[config.mk]
export PLATFORM = sky130hd
export DESIGN_NAME = bcd_chain_counter
export DESIGN_NICKNAME = d
export VERILOG_FILES = /design/src/rtl/rtc_pkg.sv /design/src/rtl/bcd_digit.sv /design/src/rtl/bcd_chain_counter.sv
export SDC_FILE = /design/constraint.sdc
export NUM_CORES = 1
export LEC_CHECK = 0
export ABC_AREA = 1
export CORE_MARGIN = 2
export CORE_UTILIZATION = 47
export CTS_CLUSTER_DIAMETER = 80
export DETAILED_ROUTE_END_ITERATION = 8
export GPL_TIMING_DRIVEN = 0
export PLACE_DENSITY = 0.78
export SETUP_SLACK_MARGIN = 0.5
export SLEW_MARGIN = 20
export SYNTH_ARGS = -nofsm -noshare
export SYNTH_HDL_FRONTEND = slang
export SYNTH_SLANG_ARGS = --single-unit
[constraint.sdc]
create_clock -name clk -period 1.7 [get_ports clk]
set_input_delay 0.17 -clock clk [delete_from_list [all_inputs] [get_ports clk]]
set_output_delay 0.17 -clock clk [all_outputs]
set_load 0.005 [all_outputs]
[src/rtl/rtc_pkg.sv]
// Shared constants and helpers for the real-time clock BCD datapath.
package rtc_pkg;

   localparam int unsigned DIGIT_W = 4;

   localparam logic [DIGIT_W-1:0] MOD2  = 4'd2;
   localparam logic [DIGIT_W-1:0] MOD3  = 4'd3;
   localparam logic [DIGIT_W-1:0] MOD4  = 4'd4;
   localparam logic [DIGIT_W-1:0] MOD6  = 4'd6;
   localparam logic [DIGIT_W-1:0] MOD10 = 4'd10;

   // A digit modulus is usable only within 2..10.
   function automatic logic mode_legal(input logic [DIGIT_W-1:0] m);
      return (m >= MOD2) && (m <= MOD10);
   endfunction

endpackage

[src/rtl/bcd_digit.sv]
// One BCD digit with programmable modulus; stepping is decided by the chain above it.
module bcd_digit
   import rtc_pkg::*;
(
   input  logic               clk,
   input  logic               rset_n,
   input  logic               step,
   input  logic               up,
   input  logic [DIGIT_W-1:0] mode,
   input  logic               load,
   input  logic [DIGIT_W-1:0] load_val,
   input  logic [DIGIT_W-1:0] force_val,
   input  logic               force_en,
   output logic [DIGIT_W-1:0] value,
   output logic               term_up,
   output logic               term_dn,
   output logic               illegal
);

   logic [DIGIT_W-1:0] value_q;
   logic [DIGIT_W-1:0] value_d;
   logic [DIGIT_W-1:0] max_c;
   logic               legal_c;

   // Terminal detection; an illegal digit is transparent to carry and borrow.
   always_comb begin
      legal_c = mode_legal(mode);
      max_c   = mode - DIGIT_W'(1);
      term_up = !legal_c || (value_q >= max_c);
      term_dn = !legal_c || (value_q == '0);
      illegal = !legal_c;
   end

   // Next value: illegal clear, then load, then chain-wide force, then step.
   always_comb begin
      value_d = value_q;
      if (!legal_c) begin
         value_d = '0;
      end else if (load) begin
         value_d = (load_val < mode) ? load_val : '0;
      end else if (force_en) begin
         value_d = force_val;
      end else if (step) begin
         if (up) begin
            value_d = (value_q >= max_c) ? '0 : value_q + DIGIT_W'(1);
         end else begin
            value_d = ((value_q == '0) || (value_q > max_c)) ? max_c : value_q - DIGIT_W'(1);
         end
      end
   end

   // Digit state register.
   always_ff @(posedge clk or negedge rset_n) begin
      if (!rset_n) begin
         value_q <= '0;
      end else begin
         value_q <= value_d;
      end
   end

   assign value = value_q;

endmodule

[src/rtl/bcd_chain_counter.sv]
// Multi-digit BCD counter chain with per-digit modulus, up/down, preset load and wrap limit.
module bcd_chain_counter
   import rtc_pkg::*;
#(
   parameter int unsigned DIGITS = 2
) (
   input  logic                      clk,
   input  logic                      rset_n,
   input  logic                      en,
   input  logic                      up,
   input  logic                      load,
   input  logic [DIGIT_W*DIGITS-1:0] load_val,
   input  logic [DIGIT_W*DIGITS-1:0] mode,
   input  logic                      limit_en,
   input  logic [DIGIT_W*DIGITS-1:0] limit,
   output logic [DIGIT_W*DIGITS-1:0] count,
   output logic                      ov,
   output logic                      uf,
   output logic                      err
);

   localparam int unsigned CW = DIGIT_W * DIGITS;

   logic [DIGITS-1:0] term_up_c;
   logic [DIGITS-1:0] term_dn_c;
   logic [DIGITS-1:0] illegal_c;
   logic [DIGITS-1:0] reject_c;
   logic [DIGITS-1:0] step_c;
   logic [DIGITS:0]   carry_c;
   logic [DIGITS:0]   borrow_c;
   logic [CW-1:0]     force_val_c;
   logic              tick_c;
   logic              limit_hit_c;
   logic              force_c;

   logic ov_q, ov_d;
   logic uf_q, uf_d;
   logic err_q, err_d;

   // Carry/borrow into digit i is the AND of the terminal flags of all lower digits.
   assign carry_c[0]  = 1'b1;
   assign borrow_c[0] = 1'b1;
   for (genvar i = 1; i <= DIGITS; i++) begin : g_chain
      assign carry_c[i]  = &term_up_c[i-1:0];
      assign borrow_c[i] = &term_dn_c[i-1:0];
   end

   // Per-digit step, force value and load rejection.
   always_comb begin
      step_c      = '0;
      force_val_c = '0;
      reject_c    = '0;
      tick_c      = en && !load;
      limit_hit_c = limit_en && (count == limit);
      force_c     = tick_c && ((up && limit_hit_c) || (!up && borrow_c[DIGITS] && limit_en));
      for (int i = 0; i < int'(DIGITS); i++) begin
         step_c[i] = tick_c && (up ? carry_c[i] : borrow_c[i]);
         force_val_c[DIGIT_W*i +: DIGIT_W] = up ? DIGIT_W'(0) : limit[DIGIT_W*i +: DIGIT_W];
         reject_c[i] = load_val[DIGIT_W*i +: DIGIT_W] >= mode[DIGIT_W*i +: DIGIT_W];
      end
   end

   for (genvar i = 0; i < DIGITS; i++) begin : g_digit
      logic [DIGIT_W-1:0] value_c;

      bcd_digit u_digit (
         .clk       (clk),
         .rset_n    (rset_n),
         .step      (step_c[i]),
         .up        (up),
         .mode      (mode[DIGIT_W*i +: DIGIT_W]),
         .load      (load),
         .load_val  (load_val[DIGIT_W*i +: DIGIT_W]),
         .force_val (force_val_c[DIGIT_W*i +: DIGIT_W]),
         .force_en  (force_c),
         .value     (value_c),
         .term_up   (term_up_c[i]),
         .term_dn   (term_dn_c[i]),
         .illegal   (illegal_c[i])
      );

      assign count[DIGIT_W*i +: DIGIT_W] = value_c;
   end

   // Wrap pulses and configuration error for the coming cycle.
   always_comb begin
      ov_d  = tick_c && up && (limit_hit_c || carry_c[DIGITS]);
      uf_d  = tick_c && !up && borrow_c[DIGITS];
      err_d = (|illegal_c) || (load && (|reject_c));
   end

   // Flag registers.
   always_ff @(posedge clk or negedge rset_n) begin
      if (!rset_n) begin
         ov_q  <= 1'b0;
         uf_q  <= 1'b0;
         err_q <= 1'b0;
      end else begin
         ov_q  <= ov_d;
         uf_q  <= uf_d;
         err_q <= err_d;
      end
   end

   assign ov  = ov_q;
   assign uf  = uf_q;
   assign err = err_q;

endmodule

==> After elaboration in Yosys (flattened, before gate mapping) <==
Cells that the tools add are included.
{ "totals": {"wordCells": 78, "ff_bits": 11, "input_bits": 30, "out_inout_bits": 11} }
{ "classes": {"n_reduce_logical": 33, "n_mux": 19, "eq_ne": 3, "order_cmp": 12, "addsub": 6} }
{ "ops": {"columns": ["cell", "n"], "rows": [
  ["$mux 4", 18],
  ["$ge 4x4->1", 4],
  ["$sub 4x1->4 const B", 4],
  ["$logic_and 1x1->1", 14],
  ["$logic_or 1x1->1", 9],
  ["$add 4x1->4 const B", 2],
  ["$eq 8x8->1", 1],
  ["$ge 4x2->1 const B", 2],
  ["$gt 4x4->1", 2],
  ["$le 4x4->1 const B", 2],
  ["$logic_not 4->1", 2],
  ["$lt 4x4->1", 2],
  ["$logic_not 1->1", 4],
  ["$ne 4x3->1 const B", 1],
  ["$ne 4x4->1 const B", 1],
  ["$reduce_and 2->1", 2],
  ["$reduce_or 2->1", 2],
  ["$mux 1", 1]
]} }

==> Depth between registers and ports, before layout <==
{ "depth": {"ltp_word": 12, "mapped_depth": 18, "ltp_nobuf": 18} }

==> Hierarchy <==
Synthesis repeated with hierarchy kept, for this count alone.
{ "unflattened": {"cells_unflattened": 354, "area_unflattened_um2": 2094.5} }
{ "by_module_without_submodules": {"columns": ["module", "instances", "seq_area_each_um2", "cells_each", "area_each_um2"], "rows": [
  ["bcd_digit", 2, 100.1, 123, 753.2],
  ["bcd_chain_counter", 1, 75.1, 108, 588.1]
]} }

==> Worst setup path before layout <==
No wires, ideal clock.
{ "synth_timing": {"path_type": "input to register", "from": "in mode[0]", "to": "reg g_digit[1].u_digit.value_q[2]", "arrival_ps": 1669, "path_buffers": 0, "stages": 14, "slack_ps": -85, "t_required_ps": 1584, "setup_time_ps": 116, "cell_sequence": "inv_1 > ha_1 > xnor2_1 > ha_1 > nand2_1 > inv_1 > a21oi_1 > nand4_1 > nand3_1 > nand2_1 > nor2_4 > nor2_1 > nand2_1 > nand2_1"} }
{ "synth_via": {"elab_chain_len": 12, "word_cells_on_any_way": 19, "classes_between": "1 x add/sub; 3 x order compare; 1 x eq/ne; 4 x mux; 10 x reduce/logical"} }
{ "synth_lines": {"columns": ["item", "line", "rtl"], "rows": [
  ["from (decl)", "bcd_chain_counter.sv:13", "input logic [DIGIT_W*DIGITS-1:0] mode,"],
  ["branches (longest 12 deep; another with $sub 4x1->4)", null, null],
  ["to (signal assigned)", "bcd_digit.sv:57", "value_q <= value_d;"],
  ["to (decl)", "bcd_digit.sv:20", "logic [DIGIT_W-1:0] value_q;"]
]} }
Several ways; the timed one is not identified.
A chain may end at the register's enable or synchronous reset.

==> Worst setup path after layout <==
{ "layout_timing": {"from": "in mode[7]", "to": "reg g_digit[1].u_digit.value_q[2]"} }
{ "layout_via": {"elab_chain_len": 12, "word_cells_on_any_way": 24, "classes_between": "1 x add/sub; 5 x order compare; 1 x eq/ne; 8 x mux; 9 x reduce/logical"} }
{ "layout_lines": {"columns": ["item"], "rows": [
  ["branches (longest 12 deep; another with $sub 4x1->4)"]
]} }
Several ways; the timed one is not identified. The select of a mux whose other input is x is not followed.

==> results.py <==
metrics = {
    "status": {
        "status": "complete, but fails checks",
        "violations": "negative setup slack",
    },
    "setup_path": {
        "cp_max_fo": 5,
        "slowest_stage": "ha_4",
        "rr_startpoint": "g_digit[1].u_digit.value[2]$_DFFE_PN0P_",
        "startpoint_type": "primary input",
        "arrival_ns": 2.07,
        "worstPathRequired_ns": 1.83,
        "crit_chain": "dlygate4sd2_1 -> inv_2 -> xor2_4 -> ha_4 -> nand2_4 -> inv_4 -> nand2_4 -> nand2_4 -> nand2_4 -> nand2_4 -> nand2_1 -> nand2_1 -> nand2_1 -> nand2_1 -> nand3_1 -> nand2_1 -> nand2_1",
        "crit_start": "mode[7]",
        "crit_path_frequent_cell": "nand2_1",
        "slowest_delay_ns": 0.31,
        "endpoint_kind": "flop",
        "worst-setup-path-type": "primary input to flop",
    },
    "layout": {
        "n_fill_cell": 195,
        "layout-drive-gt1-share": 0.394,
        "nets": 469,
        "stdcell_area_um2": 3320,
        "multi_input_area_um2": 1920,
        "diodes": 0,
        "area_growth_pct": 76.6,
        "regArea_um2": 284,
    },
    "sta": {
        "hold_viol_final": 0,
        "rsz0062_at_grt": "yes",
        "setup_violations": 8,
        "finalCriticalPeriod_ns": 1.94,
        "hold_ws_ns": 0.278,
        "slew_headroom": 0.655,
        "clock_skew_ns": 0.00128,
        "tightest_slew_ns": 0.516,
        "max_clock_freq_mhz": 515,
        "setup_tns_ns": -0.942,
        "drv_slew": 0,
        "min_period_over_period": 1.14,
        "worst_slack_ns": -0.241,
    },
    "global_route": {
        "grtUsageTotal": 0.326,
        "grt_pass1_wl_um": 11200,
        "grt_overflow": 0,
        "grt_pass1_vias": 2444,
        "grt_max_degree": 12,
        "antenna_found_initial": 0,
    },
    "drt": {
        "route.detailed.drc": 0,
        "via_count": 2606,
        "detail_route.wl_per_cell_um": 17.3,
        "drt_iter0_markers": 209,
        "finalWirelength_um": 7970,
        "avgViaCountPerCell": 5.64,
        "drtPass1Iterations": 5,
        "postRouteAntennaNets": 0,
    },
    "pwr": {
        "p_seq_frac": 0.146,
        "vdd_drop_max_v": 0.000443,
        "clkPwrFrac": 0.103,
        "p_int_uw": 1330,
        "powerDensity_nw_per_um2": 760,
        "switchingPower_uw": 1190,
        "switching_share": 0.474,
        "p_comb_frac": 0.751,
        "p_leak_uw": 0.00173,
    },
    "clock_network": {
        "numCtsBuffers": 3,
        "cts_tree": "yes",
        "cts.clk_slew.worst_paths_ns": 0.05,
        "htreeDepth": 1,
        "cts_root_buf": "clkbuf_8",
        "cts_num_sinks": 11,
        "cts_buffer_depth": 2,
        "clk-insertion-delay-late_ns": 0.24,
    },
    "synthesis": {
        "synth_top_cell_area_share": 0.252,
        "yosys_warnings": 0,
        "synth.avg_cell_area_um2": 5.75,
        "ys_ff_latch": 11,
        "yosysTopAreaCell": "nand2_1",
        "ys_seq_area_frac": 0.146,
        "synthCells": 327,
        "syn_nets": 381,
        "syn-cell-area_um2": 1880,
        "yosysUniqueCellTypes": 27,
        "synth.top_cells.by_area": "nand2_1, ha_1, dfrtp_1",
    },
    "floorplanning": {
        "fp.dieArea_um2": 4520,
        "coreArea_um2": 3740,
        "die_h_um": 67.2,
        "ios": 41,
        "start_util": 0.502,
        "fp.dieW_um": 67.2,
        "rows": 22,
    },
    "place": {
        "dp_hpwl_um": 4150,
        "post_dp_cell_area_um2": 2490,
        "io_buffer_count": 40,
        "place_congestion": 0.958,
    },
    "flow_run": {
        "maxCapViolations": 0,
    },
    "hold_path": {
        "min_path_type": "primary input to asynchronous set/reset pin",
    },
}
cells in the mapped netlist (all sizes together):
cell / number
nand2: 130
inv: 46
nand3: 36
nor2: 34
ha: 24
a21oi: 13
dfrtp: 11
o21ai: 8
xor2: 8
xnor2: 6
buf: 2
clkbuf: 2
nand4: 2
clkinv: 1
nand3b: 1
nor3: 1
o21bai: 1
o41ai: 1
cells by family after synthesis:
logic type / count (synthesis) / synth area share
flip-flops: 11 / 0.146
buffers and inverters: 51 / 0.108
AO/OA/AOI/OAI: 23 / 0.0646
XOR/XNOR: 14 / 0.0652
AND/OR/NAND/NOR: 204 / 0.456
adder cells (fa/ha/maj): 24 / 0.160
sequential cells by signal, indices dropped and copies added (netlist names):
signal and flops:
uf 1, g_digit.u_digit.value 8, err 1, ov 1
placed cells by master, fill, tap and decap left out, types with 2 or more instances in the layout:
cell / count
a21oi_1: 6
a21oi_2: 5
a21oi_4: 2
buf_4: 31
buf_6: 22
clkbuf_1: 3
clkbuf_8: 3
clkdlybuf4s50_1: 15
dfrtp_1: 4
dfrtp_2: 7
dlygate4sd2_1: 11
dlymetal6s2s_1: 2
ha_1: 11
ha_2: 2
ha_4: 11
inv_1: 30
inv_2: 8
inv_4: 7
nand2_1: 99
nand2_2: 18
nand2_4: 14
nand3_1: 27
nand3_2: 6
nand3_4: 3
nor2_1: 23
nor2_2: 6
nor2_4: 5
o21ai_0: 5
o21ai_1: 2
xnor2_1: 4
xor2_1: 6
xor2_4: 2
worst max-delay path: cells and delay by family:
| family | cells | cell delay [ns] |
|---|---|---|
| buffers and inverters | 3 | 0.48 |
| and+or+nand+nor | 12 | 0.91 |
| adders and majority gates | 1 | 0.31 |
| xor gates and xnor gates | 1 | 0.18 |
cell type report:
cell class | instances | share of cell area
plain buffers | 4 | 0.00792
clock buffers | 4 | 0.0136
inverters | 47 | 0.0622
multi-input cells | 266 | 0.580
flip-flops and latches | 11 | 0.0856
well taps | 48 | 0.0181
repair buffers | 82 | 0.233
timing repair:
item                                    4_1_cts  5_1_grt
setup buffers                                26       16
gates cloned                                  1        0
resized for setup                           122       63
hold buffers                                  0        0
endpoints found under the setup margin       22       17
pin swaps                                    30       36
worst paths after layout:
kind	to	slack [ns]	cells past startpoint
max	g_digit[1].u_digit.value[2]$_DFFE_PN0P_	-0.24	17
min	ov$_DFF_PN0_	0.28	1
max reg2reg	g_digit[1].u_digit.value[2]$_DFFE_PN0P_	-0.24	14
min reg2reg	g_digit[0].u_digit.value[3]$_DFFE_PN0P_	0.70	3
max in group asynchronous	g_digit[0].u_digit.value[2]$_DFFE_PN0P_	1.05	1
min in group clk	uf$_DFF_PN0_	0.48	4
power by group through the flow:
| stage | Combinational, uW | Clock (uW) | Sequential (uW) |
|---|---|---|---|
| after floorplan | 771 | 0 | 363 |
| after global placement | 1080 | 0 | 380 |
| after detailed placement | 1100 | 0 | 381 |
| after CTS | 1390 | 264 | 361 |
| after global routing | 2020 | 282 | 372 |
| final | 1890 | 260 | 369 |
per-layer routing:
| metal | track usage | up-vias | share of wire |
|---|---|---|---|
| met4 | 0.151 | 0 | 0.061 |
| met3 | 0.0633 | 51 | 0.077 |
| li1 | - | 1199 | - |
| met5 | 0 | - | 0 |
| met1 | 0.377 | 1196 | 0.36 |
| met2 | 0.577 | 160 | 0.50 |
per-stage QoR:
step	power, uW	cells	utilization	setup slack (ns)
6_report	2520	462	0.887	-0.241
5_1_grt	2670	462	0.887	-0.297
4_1_cts	2020	446	0.784	-0.0746
3_5_place_dp	1480	415	0.665	-0.928
3_3_place_gp	1460	415	0.665	-0.915
2_1_floorplan	1130	327	-	0.0180
Power figures use the tool's default switching activity.
